$ cat src/rtl/dout_uart_tx_pkg.sv
// Shared types and constants for the dout UART transmitter.
// Frame shape is fixed 8N1: one start bit, eight data bits, one stop bit.
package dout_uart_pkg;

    typedef enum logic [1:0] {
        IDLE,
        START,
        DATA,
        STOP
    } state_t;

    localparam int BITS_PER_BYTE = 8;
    localparam int FRAME_BITS    = 10;

endpackage

$ cat src/rtl/dout_uart_tx_sync_fifo.sv
// Small synchronous FIFO with first-word-fall-through read data.
// A push into a full FIFO is accepted only when a pop happens in the same cycle.
module sync_fifo #(
    parameter int DATA_W     = 16,
    parameter int FIFO_DEPTH = 4
) (
    input  logic                          clk,
    input  logic                          sys_rst_n,
    input  logic                          push,
    input  logic                          pop,
    input  logic [DATA_W-1:0]             wdata,
    output logic [DATA_W-1:0]             rdata,
    output logic                          full,
    output logic                          empty,
    output logic [$clog2(FIFO_DEPTH):0]   level
);

    localparam int PTR_W = $clog2(FIFO_DEPTH);

    logic [DATA_W-1:0] r_mem [FIFO_DEPTH];
    logic [PTR_W-1:0]  r_wr_ptr;
    logic [PTR_W-1:0]  r_rd_ptr;
    logic [PTR_W:0]    r_level;

    logic w_do_pop;
    logic w_do_push;

    assign full      = (r_level == (PTR_W+1)'(FIFO_DEPTH));
    assign empty     = (r_level == '0);
    assign level     = r_level;
    assign rdata     = r_mem[r_rd_ptr];
    assign w_do_pop  = pop && !empty;
    assign w_do_push = push && (!full || w_do_pop);

    // Pointers wrap naturally because the depth is a power of two.
    always_ff @(posedge clk or negedge sys_rst_n) begin
        if (!sys_rst_n) begin
            r_wr_ptr <= '0;
            r_rd_ptr <= '0;
            r_level  <= '0;
        end else begin
            if (w_do_push) begin
                r_wr_ptr <= r_wr_ptr + PTR_W'(1);
            end
            if (w_do_pop) begin
                r_rd_ptr <= r_rd_ptr + PTR_W'(1);
            end
            case ({w_do_push, w_do_pop})
                2'b10:   r_level <= r_level + (PTR_W+1)'(1);
                2'b01:   r_level <= r_level - (PTR_W+1)'(1);
                default: r_level <= r_level;
            endcase
        end
    end

    always_ff @(posedge clk) begin
        if (w_do_push) begin
            r_mem[r_wr_ptr] <= wdata;
        end
    end

endmodule

$ cat src/rtl/dout_uart_tx.sv
// Watches the core dout bus, queues every change and streams each word out
// on an 8N1 UART line as two bytes, high byte first.
module dout_uart_tx
    import dout_uart_pkg::*;
#(
    parameter int DATA_W       = 16,
    parameter int CLKS_PER_BIT = 16,
    parameter int FIFO_DEPTH   = 4
) (
    input  logic                        clk,
    input  logic                        sys_rst_n,
    input  logic [DATA_W-1:0]           dout_in,
    input  logic                        cap_en,
    input  logic                        ovf_clr,
    output logic                        tx,
    output logic                        busy,
    output logic                        overflow,
    output logic [$clog2(FIFO_DEPTH):0] fifo_level
);

    localparam int                BAUD_W    = $clog2(CLKS_PER_BIT);
    localparam logic [BAUD_W-1:0] BAUD_LAST = BAUD_W'(CLKS_PER_BIT - 1);
    localparam int                BIT_W     = $clog2(BITS_PER_BYTE);
    localparam logic [BIT_W-1:0]  BIT_LAST  = BIT_W'(BITS_PER_BYTE - 1);

    logic [DATA_W-1:0]        r_last_dout;
    logic                     r_overflow;
    state_t                   r_state;
    logic [BAUD_W-1:0]        r_baud;
    logic [BIT_W-1:0]         r_bit_cnt;
    logic [BITS_PER_BYTE-1:0] r_shift;
    logic [DATA_W-1:0]        r_hold;
    logic                     r_byte_sel;
    logic                     r_tx;

    logic                     w_push;
    logic                     w_pop;
    logic                     w_baud_done;
    logic                     w_fifo_full;
    logic                     w_fifo_empty;
    logic [DATA_W-1:0]        w_fifo_rdata;

    assign w_push      = cap_en && (dout_in != r_last_dout);
    assign w_baud_done = (r_baud == BAUD_LAST);
    assign w_pop       = !w_fifo_empty &&
                         ((r_state == IDLE) ||
                          ((r_state == STOP) && w_baud_done && r_byte_sel));

    assign tx       = r_tx;
    assign overflow = r_overflow;
    assign busy     = (r_state != IDLE) || !w_fifo_empty;

    sync_fifo #(
        .DATA_W     (DATA_W),
        .FIFO_DEPTH (FIFO_DEPTH)
    ) u_fifo (
        .clk       (clk),
        .sys_rst_n (sys_rst_n),
        .push      (w_push),
        .pop       (w_pop),
        .wdata     (dout_in),
        .rdata     (w_fifo_rdata),
        .full      (w_fifo_full),
        .empty     (w_fifo_empty),
        .level     (fifo_level)
    );

    // The last-seen value follows every detected change, even one the FIFO drops.
    always_ff @(posedge clk or negedge sys_rst_n) begin
        if (!sys_rst_n) begin
            r_last_dout <= '0;
            r_overflow  <= 1'b0;
        end else begin
            if (w_push) begin
                r_last_dout <= dout_in;
            end
            if (w_push && w_fifo_full && !w_pop) begin
                r_overflow <= 1'b1;
            end else if (ovf_clr) begin
                r_overflow <= 1'b0;
            end
        end
    end

    always_ff @(posedge clk or negedge sys_rst_n) begin
        if (!sys_rst_n) begin
            r_state    <= IDLE;
            r_baud     <= '0;
            r_bit_cnt  <= '0;
            r_shift    <= '0;
            r_hold     <= '0;
            r_byte_sel <= 1'b0;
            r_tx       <= 1'b1;
        end else begin
            case (r_state)
                IDLE: begin
                    r_tx   <= 1'b1;
                    r_baud <= '0;
                    if (!w_fifo_empty) begin
                        r_hold     <= w_fifo_rdata;
                        r_shift    <= w_fifo_rdata[DATA_W-1 -: BITS_PER_BYTE];
                        r_byte_sel <= 1'b0;
                        r_tx       <= 1'b0;
                        r_state    <= START;
                    end
                end
                START: begin
                    if (w_baud_done) begin
                        r_baud    <= '0;
                        r_bit_cnt <= '0;
                        r_tx      <= r_shift[0];
                        r_state   <= DATA;
                    end else begin
                        r_baud <= r_baud + BAUD_W'(1);
                    end
                end
                DATA: begin
                    if (w_baud_done) begin
                        r_baud <= '0;
                        if (r_bit_cnt == BIT_LAST) begin
                            r_tx    <= 1'b1;
                            r_state <= STOP;
                        end else begin
                            r_shift   <= {1'b0, r_shift[BITS_PER_BYTE-1:1]};
                            r_bit_cnt <= r_bit_cnt + BIT_W'(1);
                            r_tx      <= r_shift[1];
                        end
                    end else begin
                        r_baud <= r_baud + BAUD_W'(1);
                    end
                end
                STOP: begin
                    if (w_baud_done) begin
                        r_baud <= '0;
                        if (!r_byte_sel) begin
                            r_shift    <= r_hold[BITS_PER_BYTE-1:0];
                            r_byte_sel <= 1'b1;
                            r_tx       <= 1'b0;
                            r_state    <= START;
                        end else if (!w_fifo_empty) begin
                            // Back-to-back words go straight into the next start bit.
                            r_hold     <= w_fifo_rdata;
                            r_shift    <= w_fifo_rdata[DATA_W-1 -: BITS_PER_BYTE];
                            r_byte_sel <= 1'b0;
                            r_tx       <= 1'b0;
                            r_state    <= START;
                        end else begin
                            r_state <= IDLE;
                        end
                    end else begin
                        r_baud <= r_baud + BAUD_W'(1);
                    end
                end
                default: begin
                    r_state <= IDLE;
                    r_tx    <= 1'b1;
                end
            endcase
        end
    end

endmodule

$ cat config.mk
export PLATFORM = sky130hd
export DESIGN_NAME = dout_uart_tx
export DESIGN_NICKNAME = d
export VERILOG_FILES = /design/src/rtl/dout_uart_tx_pkg.sv /design/src/rtl/dout_uart_tx_sync_fifo.sv /design/src/rtl/dout_uart_tx.sv
export SDC_FILE = /design/constraint.sdc
export NUM_CORES = 1
export LEC_CHECK = 0
export BUFFER_PORTS_ARGS = -buffer_cell sky130_fd_sc_hd__buf_2
export CAP_MARGIN = 20
export CORE_UTILIZATION = 40
export CTS_CLUSTER_DIAMETER = 200
export CTS_CLUSTER_SIZE = 12
export DETAILED_ROUTE_END_ITERATION = 12
export PLACE_DENSITY = 0.64
export SKIP_LAST_GASP = 1
export SYNTH_ARGS = -nofsm -noshare
export SYNTH_HDL_FRONTEND = slang
export SYNTH_SLANG_ARGS = --single-unit
$ cat constraint.sdc
create_clock -name clk -period 2.6 [get_ports clk]
set_clock_uncertainty 0.15 [all_clocks]
set_input_delay 0.52 -clock clk [delete_from_list [all_inputs] [get_ports clk]]
set_output_delay 0.52 -clock clk [all_outputs]
set_load 0.01 [all_outputs]
==> summary.txt, run 1 <==
Status
  – Outcome: finished clean

Clocking
  – Maximum root-to-sink buffer count: 2
  – Clock transition at path regs: 50 ps
  – Root buf cell: clkbuf_16
  – CTS tree: built
  – CTS H-tree depth: 4
  – Clk_lat worst skew: ~410 ps
  – CTS buffer count: 17
  – Clk sinks: between 100 and 150

Layout
  – Layout cells sized above 1: 0.314
  – Area added between synthesis and finish: 26.0%
  – # diodes: 0
  – Final core occ: 0.523
  – Nets: about 450
  – Layout Cells excl Fill: approximately 600

Timing
  – Setup TNS: 0 ps
  – Unrepaired setup endpoints after global routing: yes
  – Final setup viols: 0
  – Final slew viol count: 0
  – FMAX: roughly 0.4 GHz
  – Fin crit period: 2520 ps
  – Final hold viol count: 0
  – Worst Max-Slew Pin Slew: 639 ps
  – Final Cycle Share: 0.969
  – Worst slew margin: 0.574

Yosys
  – Syn Area/Cell: 14.3 µm²
  – Syn_nets: slightly below 400
  – Library cells used by synthesis: 50
  – Yosys warnings: 0
  – Post-synth EDFFs: 64
  – Post-synth ARST share: 0.443
  – Flop and latch count out of synthesis: 115
  – Synth Instances: 352
  – Register area share after synthesis: 0.636
  – Post-Syn Area: a little over 0.005 mm²
  – Ys flop type: edfxtp_1

Critical path
  – Crit path cell chain: xnor2_1 > nand4_1 > o41ai_4 > nand2_4 > fa_2 > nor3b_1 > a211o_1
  – Critical Path AT: roughly 2700 ps
  – CP max-delay cell: fa_2
  – CP Capture Type: flop
  – Req. time, crit path: between 2000 and 3000 ps
  – Type of origin of the critical path: flop
  – CP max FO: 2
  – Crit path max-delay family: compound AO/OA/AOI/OAI gates
  – Largest stage delay, worst path: between 500 and 600 ps
  – Kind of critical path: flop to flop
  – Worst Path Buf+Inv: 0

Floorplan
  – Die area: ~0.013 mm²
  – Std cell rows: 40
  – Initial Utilization: 0.415
  – Die Wd: 114 µm
  – Core Area: around 0.012 mm²
  – Top Ports: 26
  – Die Y: ~110 µm

Placement
  – # port buffers: 25
  – Hpwl dp: just under 7 mm
  – Dpl cells: 567
  – RD Place Congestion: between 0.7 and 0.8

Pwr
  – Static Leakage: 2.56 nW
  – Switch share: 0.242
  – Power density cells: 870 mW/mm²
  – Internal Power: 4.18 mW
  – Net switching power: around 1.3 mW
  – Combinational power share: 0.137
  – Clock Power Share: 0.441
  – Worst IR drop on VDD: approximately 0.53 mV
  – Sequential power share: 0.423

Drt
  – Final WL: ~10 mm
  – Wire per inst: around 17 µm
  – First DRT Iteration DRCs: roughly 190
  – Vias: between 3000 and 4000
  – # DRC: 0
  – DR vias/cell: 5.12
  – DR pass1 iterations: 5
  – Antenna violation net count after detailed routing: 0

Hold path
  – HP Class: primary input to flop

Flow run
  – Max_cap viols: 0

Global routing
  – First-pass GRT wire length: between 15 and 20 mm
  – Initial antenna violation count: 0
  – Largest net degree at the start of global routing: 25
  – Vias in the first global route: approximately 3200
  – GRT overflow: 0
  – GRT Overall Usage: 0.174
==> path summary, 6_finish.rpt <==
check | start | end | slack, ps | cells after the start
worst max-delay path | r_last_dout[15]$_DFFE_PN0P_ | u_fifo.level[1]$_DFFE_PN0P_ | 80 | 7
worst min-delay path | ovf_clr | overflow$_DFFE_PN0P_ | 160 | 2
worst max register to register | r_last_dout[15]$_DFFE_PN0P_ | u_fifo.level[1]$_DFFE_PN0P_ | 80 | 7
worst min register to register | r_shift[5]$_DFFE_PN0P_ | r_shift[5]$_DFFE_PN0P_ | 340 | 1
max in group asynchronous | sys_rst_n | r_byte_sel$_DFFE_PN0P_ | 1070 | 3
min in group asynchronous | sys_rst_n | r_last_dout[12]$_DFFE_PN0P_ | 520 | 2
==> registers in the layout, indices dropped and copies added (netlist names) <==
register         flops
u_fifo.level         3
u_fifo.r_mem        64
r_hold               8
r_shift              8
u_fifo.r_wr_ptr      2
r_bit_cnt            3
overflow             1
tx                   1
r_state              2
u_fifo.r_rd_ptr      2
r_baud               4
r_last_dout         16
r_byte_sel           1
==> cells in the final DEF (no fill, tap or decap), types with 2 or more instances in the layout <==
| cell type | count |
|---|---|
| o2bb2ai_1 | 8 |
| inv_1 | 9 |
| a222oi_1 | 7 |
| buf_12 | 4 |
| mux2_2 | 8 |
| a21oi_1 | 5 |
| a311oi_1 | 2 |
| a22oi_1 | 2 |
| nand3_1 | 4 |
| edfxtp_1 | 64 |
| buf_2 | 25 |
| a21o_1 | 4 |
| clkbuf_8 | 3 |
| dfrtp_1 | 50 |
| buf_4 | 35 |
| and3_1 | 5 |
| nor2b_1 | 2 |
| nand4_1 | 4 |
| nand2_1 | 60 |
| a211o_1 | 2 |
| o21ai_0 | 7 |
| nor2_1 | 9 |
| ha_1 | 12 |
| xnor2_1 | 16 |
| mux4_2 | 16 |
| inv_6 | 3 |
| xnor2_2 | 4 |
| a22o_1 | 4 |
| clkinvlp_4 | 2 |
| a31oi_1 | 4 |
| nor3_1 | 4 |
| clkbuf_16 | 21 |
==> power groups by stage <==
stage | Combinational [mW] | Sequential (mW) | Clock, mW
after global placement | 0.731 | 2.35 | 0
after CTS | 0.761 | 2.33 | 2.47
after global routing | 0.833 | 2.35 | 2.54
after floorplan | 0.411 | 2.35 | 0
final | 0.754 | 2.33 | 2.43
after detailed placement | 0.756 | 2.36 | 0
==> stage by stage <==
stage	setup slack (ps)	instance area [µm²]	hold slack (ps)	total power, mW
after floorplan	-61.6	5070	74.4	2.76
after global placement	-96.3	5660	326	3.08
after detailed placement	-148	5660	331	3.12
after CTS	56.1	6320	139	5.56
after global routing	-56.9	6330	154	5.73
final	80.2	6330	156	5.51
==> cells by family after synthesis <==
family,count (synthesis),synth area share
AOI/OAI and AO/OA,55,0.0888
xor gates and xnor gates,21,0.0366
adders and majority gates,13,0.0338
buffers and inverters,25,0.0239
DFF,115,0.636
muxes,25,0.0916
and+or+nand+nor,98,0.0891
==> area by class of cell <==
cell class / count / area (µm²)
multi-input cells: 212 / 1770
clock inverters: 7 / 76.3
well taps: 168 / 210
repair buffers: 65 / 478
flip-flops and latches: 115 / 3200
inverters: 9 / 33.8
fillers: 1044 / 5780
clock buffers: 25 / 571
==> synth_stat cells (all sizes together), types with 5 or more instances <==
cell type / n / area share
edfxtp: 64 / 0.38
nand2: 62 / 0.047
dfrtp: 50 / 0.25
xnor2: 20 / 0.035
mux4: 16 / 0.072
ha: 12 / 0.030
buf: 10 / 0.013
nor2: 10 / 0.0075
inv: 9 / 0.0067
mux2: 8 / 0.018
o21ai: 8 / 0.0080
o2bb2ai: 8 / 0.014
a222oi: 7 / 0.014
clkbuf: 6 / 0.0045
nor3: 6 / 0.0092
a21oi: 5 / 0.0050
and3: 5 / 0.0062
==> worst register-to-register path: cells and delay by family (launching register included) <==
kind	cells	cell delay, ps
AOI/OAI and AO/OA	2	750
xor gates and xnor gates	1	180
adders and majority gates	1	560
DFF	1	400
and+or+nand+nor	3	350
==> timing repair <==
| item | 4_1_cts | 5_1_grt |
|---|---|---|
| resized for setup | 0 | 2 |
| endpoints found under the hold margin | 14 | 0 |
| setup buffers | 0 | 1 |
| setup endpoints to repair | 0 | 69 |
| hold buffers | 1 | 0 |
==> metal layers <==
| metal | vias up | routed length, µm | track usage |
|---|---|---|---|
| li1 | 1462 | - | - |
| met1 | 1552 | 4510 | 0.218 |
| met2 | 55 | 5130 | 0.284 |
| met3 | 6 | 303 | 0.0455 |
| met4 | 0 | 101 | 0.0805 |
| met5 | - | 0 | 0 |
No activity file was read; power rests on OpenSTA's default activity.
==> inputs of run 2 (changes only) <==
SYNTH_HIERARCHICAL = 1   (was unset)
==> run 2 against run 1 <==
  * The run now ends with setup timing left
  * Final cell count is 6.0% lower
  * Synthesized cell count fell by 9.9%
  * Combinational power shrank 14%
  * First-iteration DRC count is 13% higher
  * Maximum frequency decreased by 3.6%
  * Register-to-register slack worse by 95 ps
  * Critical path type unchanged
  * Largest cell class unchanged
==> summary.txt, run 2 <==
Clocking
  – CTS buffer count: 17 (unchanged)
  – Clk_lat worst skew: 410 ps (about the same)
  – CTS tree: built
  – Maximum root-to-sink buffer count: 2 (unchanged)
  – Root buf cell: clkbuf_16
  – Clock transition at path regs: 60 ps (about the same)
  – Clk sinks: 115 (unchanged)
  – CTS H-tree depth: 4 (unchanged)

Global routing
  – First-pass GRT wire length: 16.3 mm (-2.0%)
  – Vias in the first global route: 3114 (-3.5%)
  – GRT overflow: 0 (unchanged)
  – GRT Overall Usage: 0.174 (-0.000431)
  – Largest net degree at the start of global routing: 52 (+110%)
  – Initial antenna violation count: 0 (unchanged)

Timing
  – Worst slew margin: 0.581 (+0.00708)
  – Final Cycle Share: 1.01 (+0.0367)
  – Final slew viol count: 0 (unchanged)
  – Final setup viols: 1 (+1)
  – Worst Max-Slew Pin Slew: 627 ps (-11.9 ps)
  – Hold WS: 161 ps (+4.67 ps)
  – Unrepaired setup endpoints after global routing: yes
  – Setup TNS: -15.3 ps (-15.3 ps)
  – FMAX: 0.382 GHz (-3.6%)
  – Final hold viol count: 0 (unchanged)
  – Fin crit period: 2620 ps (+95.5 ps)
  – Final Worst Setup Slack: -15.3 ps (-95.5 ps)

Layout
  – Layout cells sized above 1: 0.380 (+0.0663)
  – Most common cell after layout, fill and taps aside: edfxtp_1
  – Final core occ: 0.516 (-0.00675)
  – Most frequent cells in the layout: edfxtp_1, dfrtp_1, buf_4, mux2_2, buf_2
  – Nets: 418 (-7.7%)
  – Largest registers: u_fifo/r_mem (64), r_last_dout (16)
  – # diodes: 0 (unchanged)
  – Max reg flops: 64 (unchanged)
  – Biggest register: u_fifo/r_mem
  – Area added between synthesis and finish: 25.1%

Floorplan
  – Die Y: 114 µm (-0.49%)
  – Std cell rows: 40 (unchanged)
  – Core Area: 0.0121 mm² (-0.41%)
  – Top Ports: 26 (unchanged)
  – Initial Utilization: 0.413 (-0.00243)
  – Die area: 0.0129 mm² (-0.97%)
  – Die Wd: 114 µm (-0.49%)

Drt
  – Met3 WL post-DR: 518 µm (+71%)
  – First DRT Iteration DRCs: 217 (+13%)
  – DR vias/cell: 5.04 (-1.5%)
  – Highest Signal Layer: met4
  – Antenna violation net count after detailed routing: 0 (unchanged)
  – Vias: 2847 (-7.4%)
  – DR pass1 iterations: 5 (unchanged)
  – Routed met2 length: 4.85 mm (-5.5%)
  – # DRC: 0 (unchanged)
  – Wire per inst: 17.3 µm (+3.5%)
  – Final WL: 9.78 mm (-2.7%)
  – M1 WL: 4.21 mm (-6.6%)

Placement
  – Hpwl dp: 6.38 mm (-8.2%)
  – # port buffers: 25 (unchanged)
  – RD Place Congestion: 0.786 (-0.82%)
  – Worst slack, placed: -397 ps (-249 ps)

Hold path
  – HP Class: primary input to flop
  – Worst Hold Depth: 2 (unchanged)

Flow run
  – Max_cap viols: 0 (unchanged)

Yosys
  – Post-synth EDFFs: 64 (unchanged)
  – Flop and latch count out of synthesis: 115 (unchanged)
  – Syn_nets: 351 (-8.8%)
  – Syn Area/Cell: 15.7 µm² (+9.9%)
  – Cell taking the most area after synthesis: edfxtp_1
  – Library cells used by synthesis: 48 (-4.0%)
  – Post-Syn Area: 0.00498 mm² (-1.0%)
  – Top cells by count, synth: edfxtp_1, dfrtp_1, mux2_2, inv_1, xnor2_1
  – Top cell type's share of synthesized area: 0.386 (+0.00384)
  – Register area share after synthesis: 0.643 (+0.00640)
  – Post-synth ARST share: 0.443 (unchanged)
  – Most numerous cell in the Yosys netlist: edfxtp_1
  – Yosys warnings: 6 (+6)
  – Synth Instances: 317 (-9.9%)
  – Ys flop type: edfxtp_1
  – Top post-synthesis cells by area: edfxtp_1, dfrtp_1, mux4_2, mux2_2, xnor2_1

Critical path
  – Critical Path AT: 2800 ps (+140 ps)
  – Type of origin of the critical path: flop
  – Kind of critical path: flop to flop
  – CP Capture Type: flop
  – Req. time, crit path: 2780 ps (+40 ps)
  – CP max FO: 2 (unchanged)
  – Worst r2r path cells: 12 (+5)

Status
  – Outcome: complete, but fails checks
  – Failing checks: setup timing

Pwr
  – Worst IR drop on VDD: 0.488 mV (-8.4%)
  – Power density cells: 879 mW/mm² (+1.0%)
  – Tot Pwr: 5.47 mW (-0.69%)
  – Static Leakage: 2.46 nW (-3.6%)
[run 2: cell types whose count changed after synthesis, moves of 4 or more]
cell / delta
nand2_1: -52
buf_2: -4
mux2_2: +17
inv_1: +13
and2_2: +4
and3_1: -4
o2bb2ai_1: -8
o22ai_1: +8
[run 2: final timing paths]
kind	slack (ps)	to	start
setup / recovery	-20	u_fifo/level[2]$_DFFE_PN0P_	r_last_dout[0]$_DFFE_PN0P_
hold / removal	160	overflow$_DFFE_PN0P_	ovf_clr
setup reg to reg	-20	u_fifo/level[2]$_DFFE_PN0P_	r_last_dout[0]$_DFFE_PN0P_
hold reg to reg	320	tx$_DFFE_PN1P_	tx$_DFFE_PN1P_
max in group asynchronous	1510	tx$_DFFE_PN1P_	sys_rst_n
min in group asynchronous	480	r_last_dout[1]$_DFFE_PN0P_	sys_rst_n
[run 2: critical path: stages, from the launching register on]
cell and delay [ps]:
dfrtp_1 390, xnor2_1 190, nand4_1 290, o41ai_4 380
inv_2 60, o21a_4 130, inv_4 60, ha_4 130
inv_2 30, fa_2 320, xor2_1 140, nor2_1 110
xor2_1 160
[run 2: final cells by class]
| cell class | count | area, µm² |
|---|---|---|
| multi-input combinational | 169 | 1690 |
| clock buffer | 17 | 425 |
| inverter | 22 | 85.1 |
| sequential | 115 | 3200 |
| timing repair buffer | 59 | 408 |
| tap | 168 | 210 |
| clock inverter | 15 | 205 |
| fill | 1009 | 5830 |
[run 2: cell families after synthesis]
| kind of cell | count (synthesis) | synth area share |
|---|---|---|
| flops | 115 | 0.643 |
| compound gates | 49 | 0.0754 |
| mux | 44 | 0.136 |
| simple gates | 39 | 0.0412 |
| buf+inv | 33 | 0.0276 |
| xor+xnor | 23 | 0.0405 |
| fa+ha+maj | 14 | 0.0367 |
[run 2: per-layer routing]
layer,vias to the layer above,track usage
met5,-,0
met3,16,0.0590
met2,61,0.281
met1,1444,0.211
met4,0,0.0789
li1,1326,-
[run 2: where the power goes]
group,leakage [nW],internal [mW],switching (mW)
sequential,1.20,2.23,0.115
combinational,0.964,0.287,0.362
clock,0.301,1.61,0.869
[run 2: what timing repair did]
action                                  in CTS  in global routing
pin swaps                                    6                  1
buffers inserted                             0                  0
hold endpoints to repair                    50                  0
gates resized for setup                      2                  0
endpoints found under the setup margin       2                  2
hold buffers                                 1                  0
[run 2: per-stage QoR]
step | area [µm²] | instances
finish | 6230 | 565
floorplan | 5020 | 317
global placement | 5580 | 532
CTS | 6230 | 565
global route | 6230 | 565
detailed placement | 5580 | 532
==> inputs of run 3 (changes only) <==
clock period = 2.2 ns   (was 2.6 ns; I/O delays follow)
==> run 3 against run 2 <==
  * The run still ends with setup timing left
  * Hold slack worse by 79 ps
  * First-iteration DRC count down 21%
  * Core utilization rose by 1.4 points
  * Clock power is 14% higher
  * Total power increased by 19%
  * Critical path depth up 1
  * Register-to-register slack got worse by 440 ps
  * Via count rose by 5.4%
  * Wire length grew 2.3%
  * Flip-flop and latch count is the same
  * Die area did not move
  * Cell area is 2.7% higher
  * Largest power group unchanged
  * Highest routed layer unchanged
==> summary.txt, run 3 (synthesized netlist as in run 2, its figures left out) <==
Status
  – Outcome: complete, but fails checks
  – Failing checks: setup timing

Pwr
  – Power density cells: 1020 mW/mm² (+16%)
  – Tot Pwr: 6.53 mW (+19%)
  – Static Leakage: 2.58 nW (+4.6%)
  – Worst IR drop on VDD: 0.781 mV (+60%)

Layout
  – Multi-input gate area: 0.00175 mm² (+3.1%)
  – Max reg flops: 64 (unchanged)
  – Most frequent cells in the layout: edfxtp_1, dfrtp_1, buf_4, mux2_2, buf_2
  – Final Cell Area: 0.00640 mm² (+2.7%)
  – Nets: 440 (+5.3%)
  – Register area: 0.00320 mm² (unchanged)
  – Layout cells sized above 1: 0.418 (+0.0373)
  – Layout Cells excl Fill: 587 (+3.9%)
  – Filler instances: 979 (-3.0%)
  – Largest registers: u_fifo/r_mem (64), r_last_dout (16)
  – Most common cell after layout, fill and taps aside: edfxtp_1
  – Final core occ: 0.530 (+0.0140)
  – Area added between synthesis and finish: 28.5%
  – # diodes: 0 (unchanged)
  – Biggest register: u_fifo/r_mem

Critical path
  – Worst r2r path cells: 13 (+1)
  – Req. time, crit path: 2350 ps (-430 ps)
  – Reg-to-Reg Start: r_last_dout[0]$_DFFE_PN0P_
  – Kind of critical path: flop to flop
  – CP max FO: 2 (unchanged)
  – Critical Path AT: 2800 ps (about the same)
  – CP Capture Type: flop
  – Flop2flop setup slack: -460 ps (-440 ps)
  – End of the worst register-to-register path: u_fifo/level[2]$_DFFE_PN0P_
  – Type of origin of the critical path: flop

Placement
  – Hpwl dp: 6.21 mm (-2.6%)
  – # port buffers: 25 (unchanged)
  – RD Place Congestion: 0.762 (-3.1%)
  – Placed inst area: 0.00570 mm² (+2.3%)
  – Dpl cells: 549 (+3.2%)

Floorplan
  – Die Y: 114 µm (unchanged)
  – Top Ports: 26 (unchanged)
  – Std cell rows: 40 (unchanged)
  – Initial Utilization: 0.413 (unchanged)
  – Core Area: 0.0121 mm² (unchanged)
  – Die Wd: 114 µm (unchanged)
  – Die area: 0.0129 mm² (unchanged)

Drt
  – # DRC: 0 (unchanged)
  – DR pass1 iterations: 6 (+1)
  – Final WL: 10.0 mm (+2.3%)
  – Wire per inst: 17.0 µm (-1.5%)
  – Vias: 3000 (+5.4%)
  – First DRT Iteration DRCs: 172 (-21%)
  – DR vias/cell: 5.11 (+1.4%)
  – Antenna violation net count after detailed routing: 0 (unchanged)

Hold path
  – Worst Hold Endpoint: overflow$_DFFE_PN0P_
  – HP Class: primary input to flop
  – Min-Delay Startpoint: ovf_clr
  – Worst Hold Depth: 2 (unchanged)

Clocking
  – Clk_lat worst skew: 410 ps (about the same)
  – Clk sinks: 115 (unchanged)
  – Maximum root-to-sink buffer count: 2 (unchanged)
  – Root buf cell: clkbuf_16
  – CTS tree: built
  – CTS H-tree depth: 4 (unchanged)
  – Clock transition at path regs: 50 ps (about the same)
  – CTS buffer count: 17 (unchanged)

Timing
  – Worst slew margin: 0.653 (+0.0722)
  – Final Worst Setup Slack: -455 ps (-440 ps)
  – Unrepaired setup endpoints after global routing: yes
  – Fin crit period: 2660 ps (+40.1 ps)
  – Final hold viol count: 0 (unchanged)
  – Final slew viol count: 0 (unchanged)
  – Final setup viols: 83 (+82)
  – Setup TNS: -7180 ps (-7170 ps)
  – Worst Max-Slew Pin Slew: 520 ps (-107 ps)
  – FMAX: 0.377 GHz (-1.5%)
  – Final Cycle Share: 1.21 (+0.201)

Global routing
  – GRT Overall Usage: 0.177 (+0.00276)
  – Vias in the first global route: 3177 (+2.0%)
  – Largest net degree at the start of global routing: 36 (-31%)
  – Initial antenna violation count: 0 (unchanged)
  – First-pass GRT wire length: 16.6 mm (+1.4%)
  – GRT overflow: 0 (unchanged)

Flow run
  – Max_cap viols: 0 (unchanged)
[run 3: how the worst max path moves through the flow]
stage	slack, ps	endpoint	depth (start not counted)	from
after floorplan	-660	u_fifo/level[2]$_DFFE_PN0P_	13	dout_in[9]
after global placement	-690	u_fifo/level[2]$_DFFE_PN0P_	13	dout_in[0]
after detailed placement	-730	u_fifo/level[2]$_DFFE_PN0P_	13	dout_in[0]
after CTS	-420	u_fifo/level[2]$_DFFE_PN0P_	12	r_last_dout[11]$_DFFE_PN0P_
after global routing	-560	u_fifo/level[2]$_DFFE_PN0P_	13	r_last_dout[1]$_DFFE_PN0P_
final	-460	u_fifo/level[2]$_DFFE_PN0P_	13	r_last_dout[0]$_DFFE_PN0P_
[run 3: per-stage QoR]
step / worst slack [ps] / hold slack (ps)
floorplan: -665 / -5.59
global placement: -689 / 269
detailed placement: -730 / 274
CTS: -419 / 78.1
global route: -556 / 72.0
finish: -455 / 82.2
[run 3: layer usage]
metal  vias to the layer above  routed length (µm)  global-route usage  part of all wire
met5                         -                   0                   0                 0
met4                         0                 157              0.0816             0.016
met3                        15                 408              0.0531             0.041
met2                        73                5070               0.291              0.51
met1                      1532                4370               0.214              0.44
li1                       1380                   -                   -                 -
[run 3: critical path, cell delays in order, from the launching register on]
cell,delay [ps]
dfrtp_1,390
xnor2_1,190
nand4_1,240
o41ai_4,370
buf_4,180
inv_2,40
o21a_4,110
inv_2,60
ha_4,120
inv_2,30
fa_2,320
xor2_1,140
nor2_1,60
xor2_1,150
[run 3: cell type report]
cell class              instances  area share
well taps                     168      0.0329
flip-flops and latches        115       0.500
clock buffers                  18      0.0687
clock inverters                14      0.0274
multi-input cells             173       0.273
repair buffers                 77      0.0849
inverters                      22      0.0129
[run 3: power breakdown]
group	switching [mW]	internal [mW]	leakage, nW
clock network	1.01	1.82	0.296
registers	0.121	2.63	1.20
logic	0.498	0.452	1.08
total	1.63	4.91	2.58
[run 3: timing repair]
item,in CTS,in global routing
resized for setup,9,2
endpoints found under the hold margin,15,0
pin swaps,18,5
gates cloned,4,0
setup endpoints to repair,84,84
setup buffers,1,1
hold buffers,1,0
